$ cat src/rtl/fifo_pkg.sv
// Shared FIFO definitions: data width, drain timing defaults, drain FSM states,
// and a modulo index helper used by the circular buffer.
package fifo_pkg;

    localparam int FIFO_WIDTH   = 8;
    localparam int READ_LAT_DEF = 2;
    localparam int REQ_GAP_DEF  = 3;

    typedef enum logic [0:0] {
        D_IDLE = 1'b0,
        D_GAP  = 1'b1
    } drain_state_t;

    // Advance a buffer index, wrapping at depth (depth need not be a power of two)
    function automatic int wrap_inc(input int idx, input int depth);
        int nxt;
        nxt = idx + 32'sd1;
        if (nxt >= depth) begin
            nxt = 32'sd0;
        end else begin
            nxt = nxt;
        end
        return nxt;
    endfunction

endpackage

$ cat src/rtl/drain_buf.sv
// Circular DEPTH x WIDTH register buffer with push, pop, clear and fill count.
// Push and pop on the same edge keep the count and preserve order.
module drain_buf
    import fifo_pkg::*;
#(
    parameter int WIDTH = FIFO_WIDTH,
    parameter int DEPTH = 2
) (
    input  logic                       ck,
    input  logic                       reset_n,
    input  logic                       clr,
    input  logic                       push,
    input  logic [WIDTH-1:0]           push_data,
    input  logic                       pop,
    output logic [WIDTH-1:0]           head_data,
    output logic [$clog2(DEPTH+1)-1:0] occupancy
);

    localparam int OW = $clog2(DEPTH + 1);
    localparam int PW = (DEPTH > 1) ? $clog2(DEPTH) : 1;

    logic [WIDTH-1:0] mem_r [DEPTH];
    logic [PW-1:0]    wr_ptr_r;
    logic [PW-1:0]    rd_ptr_r;
    logic [OW-1:0]    occ_r;
    logic             push_s;
    logic             pop_s;

    // Qualify requests: pop only when non-empty, push only with room or a simultaneous pop
    always_comb begin
        pop_s = pop && (occ_r != {OW{1'b0}});
        if (clr) begin
            push_s = 1'b0;
        end else begin
            push_s = push && ((occ_r < OW'(DEPTH)) || pop_s);
        end
    end

    // Storage, pointers and fill count; clear drops contents and any same-edge capture
    always_ff @(posedge ck or negedge reset_n) begin
        if (!reset_n) begin
            for (int i = 0; i < DEPTH; i++) begin
                mem_r[i] <= {WIDTH{1'b0}};
            end
            wr_ptr_r <= {PW{1'b0}};
            rd_ptr_r <= {PW{1'b0}};
            occ_r    <= {OW{1'b0}};
        end else if (clr) begin
            wr_ptr_r <= {PW{1'b0}};
            rd_ptr_r <= {PW{1'b0}};
            occ_r    <= {OW{1'b0}};
        end else begin
            if (push_s) begin
                mem_r[wr_ptr_r] <= push_data;
                wr_ptr_r        <= PW'(wrap_inc(int'(wr_ptr_r), DEPTH));
            end
            if (pop_s) begin
                rd_ptr_r <= PW'(wrap_inc(int'(rd_ptr_r), DEPTH));
            end
            case ({push_s, pop_s})
                2'b10:   occ_r <= occ_r + OW'(1);
                2'b01:   occ_r <= occ_r - OW'(1);
                default: occ_r <= occ_r;
            endcase
        end
    end

    assign head_data = mem_r[rd_ptr_r];
    assign occupancy = occ_r;

endmodule

$ cat src/rtl/fifo_drain.sv
// FIFO drain: issues spaced remove pulses while the FIFO has data and the output
// buffer has credit, captures read data after READ_LAT edges and presents it on a
// valid/ready stream.
module fifo_drain
    import fifo_pkg::*;
#(
    parameter int WIDTH     = FIFO_WIDTH,
    parameter int READ_LAT  = READ_LAT_DEF,
    parameter int REQ_GAP   = REQ_GAP_DEF,
    parameter int BUF_DEPTH = 2
) (
    input  logic                           ck,
    input  logic                           reset_n,
    input  logic                           fifo_empty,
    input  logic                           fifo_insert,
    input  logic [WIDTH-1:0]               fifo_rdata,
    input  logic                           flush,
    output logic                           fifo_remove,
    output logic [WIDTH-1:0]               m_data,
    output logic                           m_valid,
    input  logic                           m_ready,
    output logic [$clog2(BUF_DEPTH+1)-1:0] occupancy
);

    localparam int OW = $clog2(BUF_DEPTH + 1);
    localparam int CW = $clog2(READ_LAT + BUF_DEPTH + 1);
    localparam int GW = (REQ_GAP > 1) ? $clog2(REQ_GAP) : 1;

    drain_state_t        state_r;
    drain_state_t        state_next_s;
    logic [GW-1:0]       gap_r;
    logic [GW-1:0]       gap_next_s;
    logic [READ_LAT-1:0] pipe_r;
    logic [READ_LAT:0]   pipe_shift_s;
    logic [CW-1:0]       inflight_s;
    logic                credit_ok_s;
    logic                remove_s;
    logic                capture_s;
    logic                pop_s;
    logic [OW-1:0]       occ_s;

    // Count outstanding reads and check that one more still fits in the buffer
    always_comb begin
        inflight_s = {CW{1'b0}};
        for (int i = 0; i < READ_LAT; i++) begin
            inflight_s = inflight_s + CW'(pipe_r[i]);
        end
        credit_ok_s = (CW'(occ_s) + inflight_s) < CW'(BUF_DEPTH);
    end

    // Drain FSM next state and remove pulse; the writer wins over a remove in the same cycle
    always_comb begin
        state_next_s = state_r;
        gap_next_s   = gap_r;
        remove_s     = 1'b0;
        case (state_r)
            D_IDLE: begin
                remove_s = reset_n && !fifo_empty && !fifo_insert && !flush && credit_ok_s;
                if (remove_s && (REQ_GAP > 1)) begin
                    state_next_s = D_GAP;
                    gap_next_s   = GW'(REQ_GAP - 1);
                end else begin
                    state_next_s = D_IDLE;
                end
            end
            D_GAP: begin
                gap_next_s = gap_r - GW'(1);
                if (gap_r == GW'(1)) begin
                    state_next_s = D_IDLE;
                end else begin
                    state_next_s = D_GAP;
                end
            end
            default: begin
                state_next_s = D_IDLE;
                gap_next_s   = {GW{1'b0}};
            end
        endcase
    end

    // FSM state and gap counter; flush does not shorten a running gap
    always_ff @(posedge ck or negedge reset_n) begin
        if (!reset_n) begin
            state_r <= D_IDLE;
            gap_r   <= {GW{1'b0}};
        end else begin
            state_r <= state_next_s;
            gap_r   <= gap_next_s;
        end
    end

    assign pipe_shift_s = {pipe_r, remove_s};

    // In-flight read tags; flush discards reads whose data has not arrived yet
    always_ff @(posedge ck or negedge reset_n) begin
        if (!reset_n) begin
            pipe_r <= {READ_LAT{1'b0}};
        end else if (flush) begin
            pipe_r <= {READ_LAT{1'b0}};
        end else begin
            pipe_r <= pipe_shift_s[READ_LAT-1:0];
        end
    end

    assign capture_s = pipe_r[READ_LAT-1];
    assign pop_s     = m_valid && m_ready;

    drain_buf #(
        .WIDTH (WIDTH),
        .DEPTH (BUF_DEPTH)
    ) u_buf (
        .ck        (ck),
        .reset_n   (reset_n),
        .clr       (flush),
        .push      (capture_s),
        .push_data (fifo_rdata),
        .pop       (pop_s),
        .head_data (m_data),
        .occupancy (occ_s)
    );

    assign occupancy   = occ_s;
    assign m_valid     = (occ_s != {OW{1'b0}});
    assign fifo_remove = remove_s;

endmodule

$ cat config.mk
export PLATFORM = sky130hd
export DESIGN_NAME = fifo_drain
export DESIGN_NICKNAME = d
export VERILOG_FILES = /design/src/rtl/fifo_pkg.sv /design/src/rtl/drain_buf.sv /design/src/rtl/fifo_drain.sv
export SDC_FILE = /design/constraint.sdc
export NUM_CORES = 1
export LEC_CHECK = 0
export BUFFER_PORTS_ARGS = -buffer_cell sky130_fd_sc_hd__buf_2
export CAP_MARGIN = 20
export CORE_UTILIZATION = 47
export CTS_CLUSTER_DIAMETER = 200
export DETAILED_ROUTE_END_ITERATION = 16
export GPL_ROUTABILITY_DRIVEN = 0
export HOLD_SLACK_MARGIN = 0.03
export PLACE_DENSITY = 0.73
export SYNTH_ARGS = -nofsm -noshare
export SYNTH_HDL_FRONTEND = slang
export SYNTH_SLANG_ARGS = --single-unit
$ cat constraint.sdc
create_clock -name ck -period 1.57 [get_ports ck]
set_input_delay 0 -clock ck [delete_from_list [all_inputs] [get_ports ck]]
set_output_delay 0 -clock ck [all_outputs]
set_load 0.02 [all_outputs]
==> results.toml, run 1 <==
[power]
power_mw = 1.52
p_switching_mw = 0.450
seqPwrFrac = 0.534
leakagePower_nw = 0.802
switching_share = 0.295
p_comb_frac = 0.288
power.share.clock = 0.178
vdd_drop_max_uv = 838
power_density_nw_per_um2 = 970
power.internal_mw = 1.07

[synth]
ys_seq_area_frac = 0.517
synth_fp_nets = 106
synth_cell_types = 26
syn-cell-area_um2 = 1210
synth_cells = 90
synth-seq-cells = 25
yosysWarningCount = 0
synth.avg_cell_area_um2 = 13.5

[clocking]
clk_path_buf_depth = 2
clock-sinks = 25
clk_latency_ps = 310
htreeDepth = 1
cts_root_buf = "clkbuf_4"
cts_tree = "done"
path_clk_slew_ps = 120
cts_made_buffers = 3

[drt]
ant_nets = 0
dr.pass1.iters = 4
drt-wirelength-per-cell_um = 13.6
drc = 0
drt_iter0_drc = 7
vias = 846
totalWireLength_um = 2260
via_per_inst = 5.10

[timing]
final-hold-violation-count = 0
drv_slew = 0
timing.final.ws_setup_ps = -50.5
min_period_ps = 1620
fmax_mhz = 617
hold_slack_ps = 93.0
fin_crit_sh = 1.03
setup-violations-final = 10
worstMarginPinSlew_ps = 394
grt_setup_unrepaired = "true"
maxSlewHeadroom = 0.737
finClkSkew_ps = 9.59

[floorplan]
die-area_um2 = 2780
io_pins = 26
coreArea_um2 = 2450
row_count = 18
die_y_um = 52.8
fp.dieW_um = 52.8
initial_core_util = 0.493

[run_status]
violations = "setup timing"
status = "complete, but fails checks"

[global_route]
track_usage = 0.193
grt_pass1_vias = 873
antenna_found_initial = 0
grt_pass1_wl_um = 3850
gr-total-overflow = 0
grt_max_degree = 26

[layout]
multi_input_area_um2 = 557
nets = 153
fin_util = 0.640
syn2layout_area_growth_pct = 29.6
nFillCells = 194
diodes = 0
drive_above_1_share = 0.522
seq_area_um2 = 627

[setup_path]
path_delay_family = "flip-flops"
critPathCaptureType = "output port"
critPathArrivalTime_ps = 1620
critPathSlowestCell = "dfrtp_1"
crit_fanout = 2
r2r_slack_ps = -40
cp_num_buf_inv = 1
path_class = "reg2out"
path_cells = "ha_1 -> a211oi_2 -> nand2_1 -> nor2_1 -> buf_4"
start_kind = "flip-flop"
required_ps = 1570
max_stage_delay_ps = 400

[placement]
dp_hpwl_um = 1590
place.port_buffers = 25

[run]
cap_violations = 0

[min_path]
min_path_type = "in2reg"
worst min-delay path: cells and delay by family:
family	cells	cell delay, ps
buf+inv	2	190
simple gates	3	180
cells by family (layout without fill, tap and decap cells):
group                      count (synthesis)  count (layout)  synth area share
buffers and inverters                      7              53            0.0279
AOI/OAI and AO/OA                         11              11            0.0486
muxes                                     27              27             0.274
adders and majority gates                  2               2            0.0207
and+or+nand+nor                           17              17             0.105
DFF                                       25              25             0.517
xor gates and xnor gates                   1               1           0.00723
cell usage in the layout (no fill, tap or decap), types with 2 or more instances in the layout:
master	Yosys	routed
dfrtp_1	25	24
buf_2	0	24
mux2_2	17	17
dlygate4sd3_1	0	10
buf_4	0	10
mux2_4	8	8
a21oi_1	5	5
nor2_1	4	4
o21ai_0	4	4
inv_1	3	3
nor2b_1	3	3
clkbuf_4	0	3
mux2i_1	2	2
ha_1	2	2
timing repair:
action | 4_1_cts | 5_1_grt
hold buffers | 10 | 0
pin swaps | 3 | 0
hold endpoints to repair | 46 | 0
resized for setup | 2 | 1
setup endpoints to repair | 9 | 15
buffers inserted | 4 | 0
final cells by class:
class	count	area share
timing repair buffer	45	0.195
inverter	4	0.00956
sequential	25	0.399
tap	30	0.0239
clock inverter	1	0.00319
clock buffer	3	0.0143
multi-input combinational	58	0.355
power groups by stage:
stage          Sequential (mW)  Clock [mW]  Combinational [mW]
2_1_floorplan            0.809           0               0.302
3_3_place_gp             0.818           0               0.406
3_5_place_dp             0.828           0               0.422
4_1_cts                  0.815       0.290               0.446
5_1_grt                  0.829       0.309               0.486
6_report                 0.813       0.271               0.439
sequential cells by signal (all words and copies together), names as in the netlist:
register,count
u_buf.occupancy,2
gap_r,2
u_buf.rd_ptr_r,1
pipe_r,2
u_buf.wr_ptr_r,1
state_r,1
u_buf.mem_r,16
cell usage after synthesis:
cell,instances,area (um2)
o21ai_0,4,20.0
or3_1,1,6.26
nor4bb_1,1,10.0
mux2i_1,2,20.0
mux2_2,17,191
xor2_1,1,8.76
buf_6,1,11.3
clkbuf_1,2,7.51
and2b_1,1,7.51
inv_2,1,3.75
nand2_1,1,3.75
ha_1,2,25.0
nor4b_1,1,8.76
a31oi_1,1,6.26
nand2b_1,1,6.26
dfrtp_1,25,626
nor2_1,4,15.0
nor4_4,1,21.3
a21oi_1,5,25.0
or4b_4,1,13.8
and2b_4,1,10.0
inv_1,3,11.3
or2_2,1,6.26
mux2_4,8,120
nor2b_1,3,18.8
a211oi_1,1,7.51
through the flow:
stage | TNS, ps | setup slack (ps) | area (um2) | cells
floorplan | -1130 | -141 | 1210 | 90
global placement | -1.20 | -0.332 | 1410 | 149
detailed placement | -191 | -31.4 | 1410 | 149
CTS | -334 | -52.2 | 1570 | 167
global route | -790 | -179 | 1570 | 166
finish | -278 | -50.5 | 1570 | 166
final timing paths:
kind                                      end  depth (start not counted)               start
max reg2reg                    u_buf.mem_r[7]                          3  u_buf.occupancy[1]
max in group asynchronous  u_buf.occupancy[1]                          3             reset_n
min reg2reg                   u_buf.mem_r[10]                          1     u_buf.mem_r[10]
max                               fifo_remove                          5           pipe_r[0]
min                                 pipe_r[0]                          5         fifo_insert
min in group asynchronous      u_buf.mem_r[2]                          3             reset_n
per-layer routing:
metal	track usage	vias up	wire, um
met4	0.0570	0	0
met1	0.243	427	1050
met3	0.0348	0	43
li1	-	411	-
met2	0.333	8	1160
met5	0	-	0
No activity file was read; power rests on OpenSTA's default activity.
==> run 2: changes to the inputs <==
CORE_UTILIZATION = 52   (was 47)
HOLD_SLACK_MARGIN = default   (was 0.03)
PLACE_DENSITY = 0.77   (was 0.73)
clock period = 1.51 ns   (was 1.57 ns; I/O delays follow)
==> run 2 against run 1 <==
The run still ends with setup timing left. Critical path depth shrank 2. Flip-flop and latch count is the same. Power grew 6.6%. Non-clock buffer count grew 1. Die area shrank 9.3%. Core utilization grew 9.6 points. Global-route usage grew 0.33 points. Largest cell class unchanged.
==> results.toml, run 2 (same netlist as run 1, synthesis figures left out) <==
[global_route]
antenna_found_initial = 0
gr-total-overflow = 0
grt_pass1_vias = 828
grt_pass1_wl_um = 3710
track_usage = 0.196
grt_max_degree = 26

[drt]
ant_nets = 0
vias = 822
via_per_inst = 4.98
drt_iter0_drc = 7
drc = 0
drt-wirelength-per-cell_um = 13.2
totalWireLength_um = 2180
dr.pass1.iters = 3

[layout]
finalNonFillerCells = 165
drive_above_1_share = 0.547
top_register = "u_buf.mem_r"
nets = 154
largest_register_ffs = 16
syn2layout_area_growth_pct = 34.4
fin_util = 0.736
diodes = 0
final_cell_area_um2 = 1630
layout_commonest_cell = "buf_2"
most-common-layout-cells = "buf_2 (24), dfrtp_1 (22), mux2_4 (16)"

[clocking]
cts_made_buffers = 3
clock-sinks = 25
clk_path_buf_depth = 2
cts_root_buf = "clkbuf_4"
clk_latency_ps = 310
path_clk_slew_ps = 120
cts_tree = "done"
htreeDepth = 1

[placement]
place.port_buffers = 25
dp_hpwl_um = 1510
numPlacedInstances = 148
place_area_um2 = 1420

[setup_path]
required_ps = 1700
path_class = "reg2reg"
crit_fanout = 8
worstReg2RegEnd = "u_buf.mem_r[7]"
reg2regPathDepth = 3
path_cells = "and2b_4 -> or4b_4 -> mux2_4"
cp_num_buf_inv = 0
critPathCaptureType = "flip-flop"
r2r_slack_ps = -100
critPathArrivalTime_ps = 1800
critPathSlowestCell = "or4b_4"
start_kind = "flip-flop"
rr_startpoint = "u_buf.occupancy[1]"
max_stage_delay_ps = 590
path_delay_family = "simple AND/OR/NAND/NOR gates"

[run]
cap_violations = 0

[timing]
final-hold-violation-count = 0
grt_setup_unrepaired = "true"
hold_slack_ps = 87.2
timing.final.ws_setup_ps = -101
fmax_mhz = 621
worstMarginPinSlew_ps = 354
setup-violations-final = 9
maxSlewHeadroom = 0.761
fin_crit_sh = 1.07
drv_slew = 0
finClkSkew_ps = 13.0
min_period_ps = 1610

[floorplan]
fp.dieW_um = 50.3
coreArea_um2 = 2210
io_pins = 26
die-area_um2 = 2530
die_y_um = 50.3
row_count = 17
initial_core_util = 0.548

[run_status]
status = "complete, but fails checks"
violations = "setup timing"

[min_path]
min_path_cells = 5
whs_endpoint = "pipe_r[0]"
worstHoldStart = "fifo_insert"
min_path_type = "in2reg"

[power]
vdd_drop_max_uv = 747
power_mw = 1.62
leakagePower_nw = 0.826
power_density_nw_per_um2 = 997
## run 2: cell count changes in the layout (fill, tap and decap cells not counted), sizes merged
cell,before,now
buf,35,36
## run 2: stage by stage
step / worst slack (ps) / setup TNS (ps)
3_3_place_gp: -63.6 / -506
6_report: -101 / -697
4_1_cts: -107 / -800
2_1_floorplan: -201 / -1610
3_5_place_dp: -92.1 / -714
5_1_grt: -132 / -1100
## run 2: how the worst max path moves through the flow
stage / slack, ps / startpoint / to / cells after the start
final: -100 / u_buf.occupancy[1] / u_buf.mem_r[7] / 3
after global routing: -130 / u_buf.occupancy[0] / fifo_remove / 5
after CTS: -110 / u_buf.occupancy[1] / u_buf.mem_r[7] / 3
after detailed placement: -90 / u_buf.occupancy[1] / u_buf.mem_r[3] / 3
after global placement: -60 / u_buf.occupancy[1] / u_buf.mem_r[7] / 3
after floorplan: -200 / u_buf.occupancy[1] / u_buf.mem_r[0] / 4
## run 2: layer usage
| layer | vias to the layer above | track usage | wire length, um |
|---|---|---|---|
| met1 | 399 | 0.273 | 1100 |
| met3 | 2 | 0.0273 | 51 |
| met4 | 0 | 0.0714 | 16 |
| met2 | 12 | 0.311 | 1010 |
| li1 | 409 | - | - |
| met5 | - | 0 | 0 |
## run 2: where the power goes
part	total (mW)	internal (mW)	switching, mW
Clock	0.280	0.0986	0.181
Sequential	0.852	0.777	0.0750
Combinational	0.491	0.275	0.216
Total	1.62	1.15	0.472
## run 2: layout make-up
class | count | area, um2
flip-flops and latches | 25 | 629
multi-input cells | 58 | 599
fillers | 155 | 584
repair buffers | 46 | 322
well taps | 28 | 35.0
clock buffers | 3 | 22.5
inverters | 4 | 15.0
clock inverters | 1 | 5.00
## run 2: repair_timing
action                                 CTS  global route
endpoints found under the hold margin   46             0
hold buffers                            10             0
setup endpoints to repair               15            18
gates resized for setup                  7             8
pin swaps                                1             0
cloned                                   0             0
setup buffers                            2             1
## run 2: worst reg2reg max path, cell delays in order, from the launching register on
cell,delay (ps)
dfrtp_2,420
and2b_4,170
or4b_4,590
mux2_4,340
==> run 3: changes to the inputs <==
CORE_UTILIZATION = 45   (was 52)
PLACE_DENSITY = 0.68   (was 0.77)
==> run 3 against run 2 <==
The flow still finishes with violations (setup timing). Cell area is 2.3% higher. Worst setup slack lost 4.3 ps. Global-route usage increased by 0.089 points. Sequential share of layout area shrank 0.87 points.
==> results.toml, run 3 (same netlist as run 1, synthesis figures left out) <==
[run_status]
status = "complete, but fails checks"
violations = "setup timing"

[timing]
setup-violations-final = 10
maxSlewHeadroom = 0.744
fin_crit_sh = 1.07
fmax_mhz = 619
min_period_ps = 1620
grt_setup_unrepaired = "true"
drv_slew = 0
timing.final.ws_setup_ps = -105
worstMarginPinSlew_ps = 384
tns_ps = -907
finClkSkew_ps = 8.52
final-hold-violation-count = 0

[layout]
layout_commonest_cell = "buf_2"
drive_above_1_share = 0.586
syn2layout_area_growth_pct = 37.5
nFillCells = 183
diodes = 0
most-common-layout-cells = "buf_2 (24), dfrtp_1 (22), mux2_2 (15)"
seq_area_um2 = 629
nets = 157
multi_input_area_um2 = 603
finalNonFillerCells = 170
final_cell_area_um2 = 1670
top_register = "u_buf.mem_r"
largest_register_ffs = 16

[placement]
numPlacedInstances = 151
place_area_um2 = 1430
place.port_buffers = 25
dp_hpwl_um = 1570

[drt]
drt-wirelength-per-cell_um = 14.8
totalWireLength_um = 2510
ant_nets = 0
vias = 854
dr.pass1.iters = 3
drt_iter0_drc = 6
drc = 0
via_per_inst = 5.02

[global_route]
grt_pass1_wl_um = 3930
gr-total-overflow = 0
grt_max_degree = 26
grt-busiest-layer = "met2"
use_met1 = 0.255
track_usage = 0.197
grt_use_met2 = 0.331
antenna_found_initial = 0
grt_pass1_vias = 861
use_met3 = 0.0254

[floorplan]
die_y_um = 53.9
row_count = 18
initial_core_util = 0.484
coreArea_um2 = 2500
io_pins = 26
fp.dieW_um = 53.9
die-area_um2 = 2900

[setup_path]
critPathSlowestCell = "or4b_4"
path_delay_family = "simple AND/OR/NAND/NOR gates"
required_ps = 1720
max_stage_delay_ps = 600
r2r_slack_ps = -110
cp_num_buf_inv = 0
path_class = "reg2reg"
start_kind = "flip-flop"
critPathArrivalTime_ps = 1830
crit_fanout = 8
critPathCaptureType = "flip-flop"
path_cells = "and2b_4 -> or4b_4 -> mux2_4"

[clocking]
clk_path_buf_depth = 2
path_clk_slew_ps = 140
cts_tree = "done"
htreeDepth = 1
cts_made_buffers = 3
cts_root_buf = "clkbuf_4"
clock-sinks = 25
clk_latency_ps = 320

[power]
vdd_drop_max_uv = 809
leakagePower_nw = 0.829
power_density_nw_per_um2 = 1000
power_mw = 1.67

[run]
cap_violations = 0

[min_path]
min_path_type = "in2reg"
run 3: cell types whose count changed in the layout (fill, tap and decap cells not counted), sizes merged:
cell,previous run,this run
buf,36,38
clkinv,1,0
clkinvlp,0,1
dlygate4sd3,10,11
run 3: path summary, 6_finish.rpt:
kind / cells past startpoint / start / to
worst min register to register: 1 / u_buf.mem_r[11] / u_buf.mem_r[11]
max in group asynchronous: 3 / reset_n / u_buf.occupancy[0]
min in group asynchronous: 3 / reset_n / u_buf.mem_r[13]
worst max register to register: 3 / u_buf.occupancy[1] / u_buf.mem_r[7]
worst min-delay path: 4 / m_ready / u_buf.rd_ptr_r
worst max-delay path: 3 / u_buf.occupancy[1] / u_buf.mem_r[7]
run 3: metrics by stage:
step	hold WS, ps	setup slack (ps)	utilization
detailed placement	23.7	-103	0.570
finish	102	-105	0.666
global route	133	-164	0.666
CTS	97.7	-103	0.657
global placement	23.0	-67.2	0.570
floorplan	-296	-201	-
run 3: cell type report:
class                   count  share of cell area
inverters                   4             0.00902
multi-input cells          58               0.362
repair buffers             49               0.210
well taps                  30              0.0225
clock inverters             1             0.00451
flip-flops and latches     25               0.378
clock buffers               3              0.0135
run 3: routing by layer:
layer  share of wire  up-vias
li1                -      418
met1            0.46      417
met2            0.50       17
met3           0.026        2
met4          0.0060        0
met5               0        -
run 3: repair_timing:
item,in CTS,in global routing
buffers inserted,6,1
hold endpoints to repair,44,0
resized for setup,8,9
pin swaps,3,3
hold buffers,11,0
setup endpoints to repair,10,28
run 3: report_power, final:
group	internal, mW	total [mW]	switching (mW)
registers	0.777	0.847	0.0697
clock network	0.101	0.306	0.205
logic	0.271	0.514	0.242
run 3: tightest hold or removal path, stage by stage:
cell	delay, ps
buf_2	130
o21ai_0	100
xor2_1	80
nor2_1	90
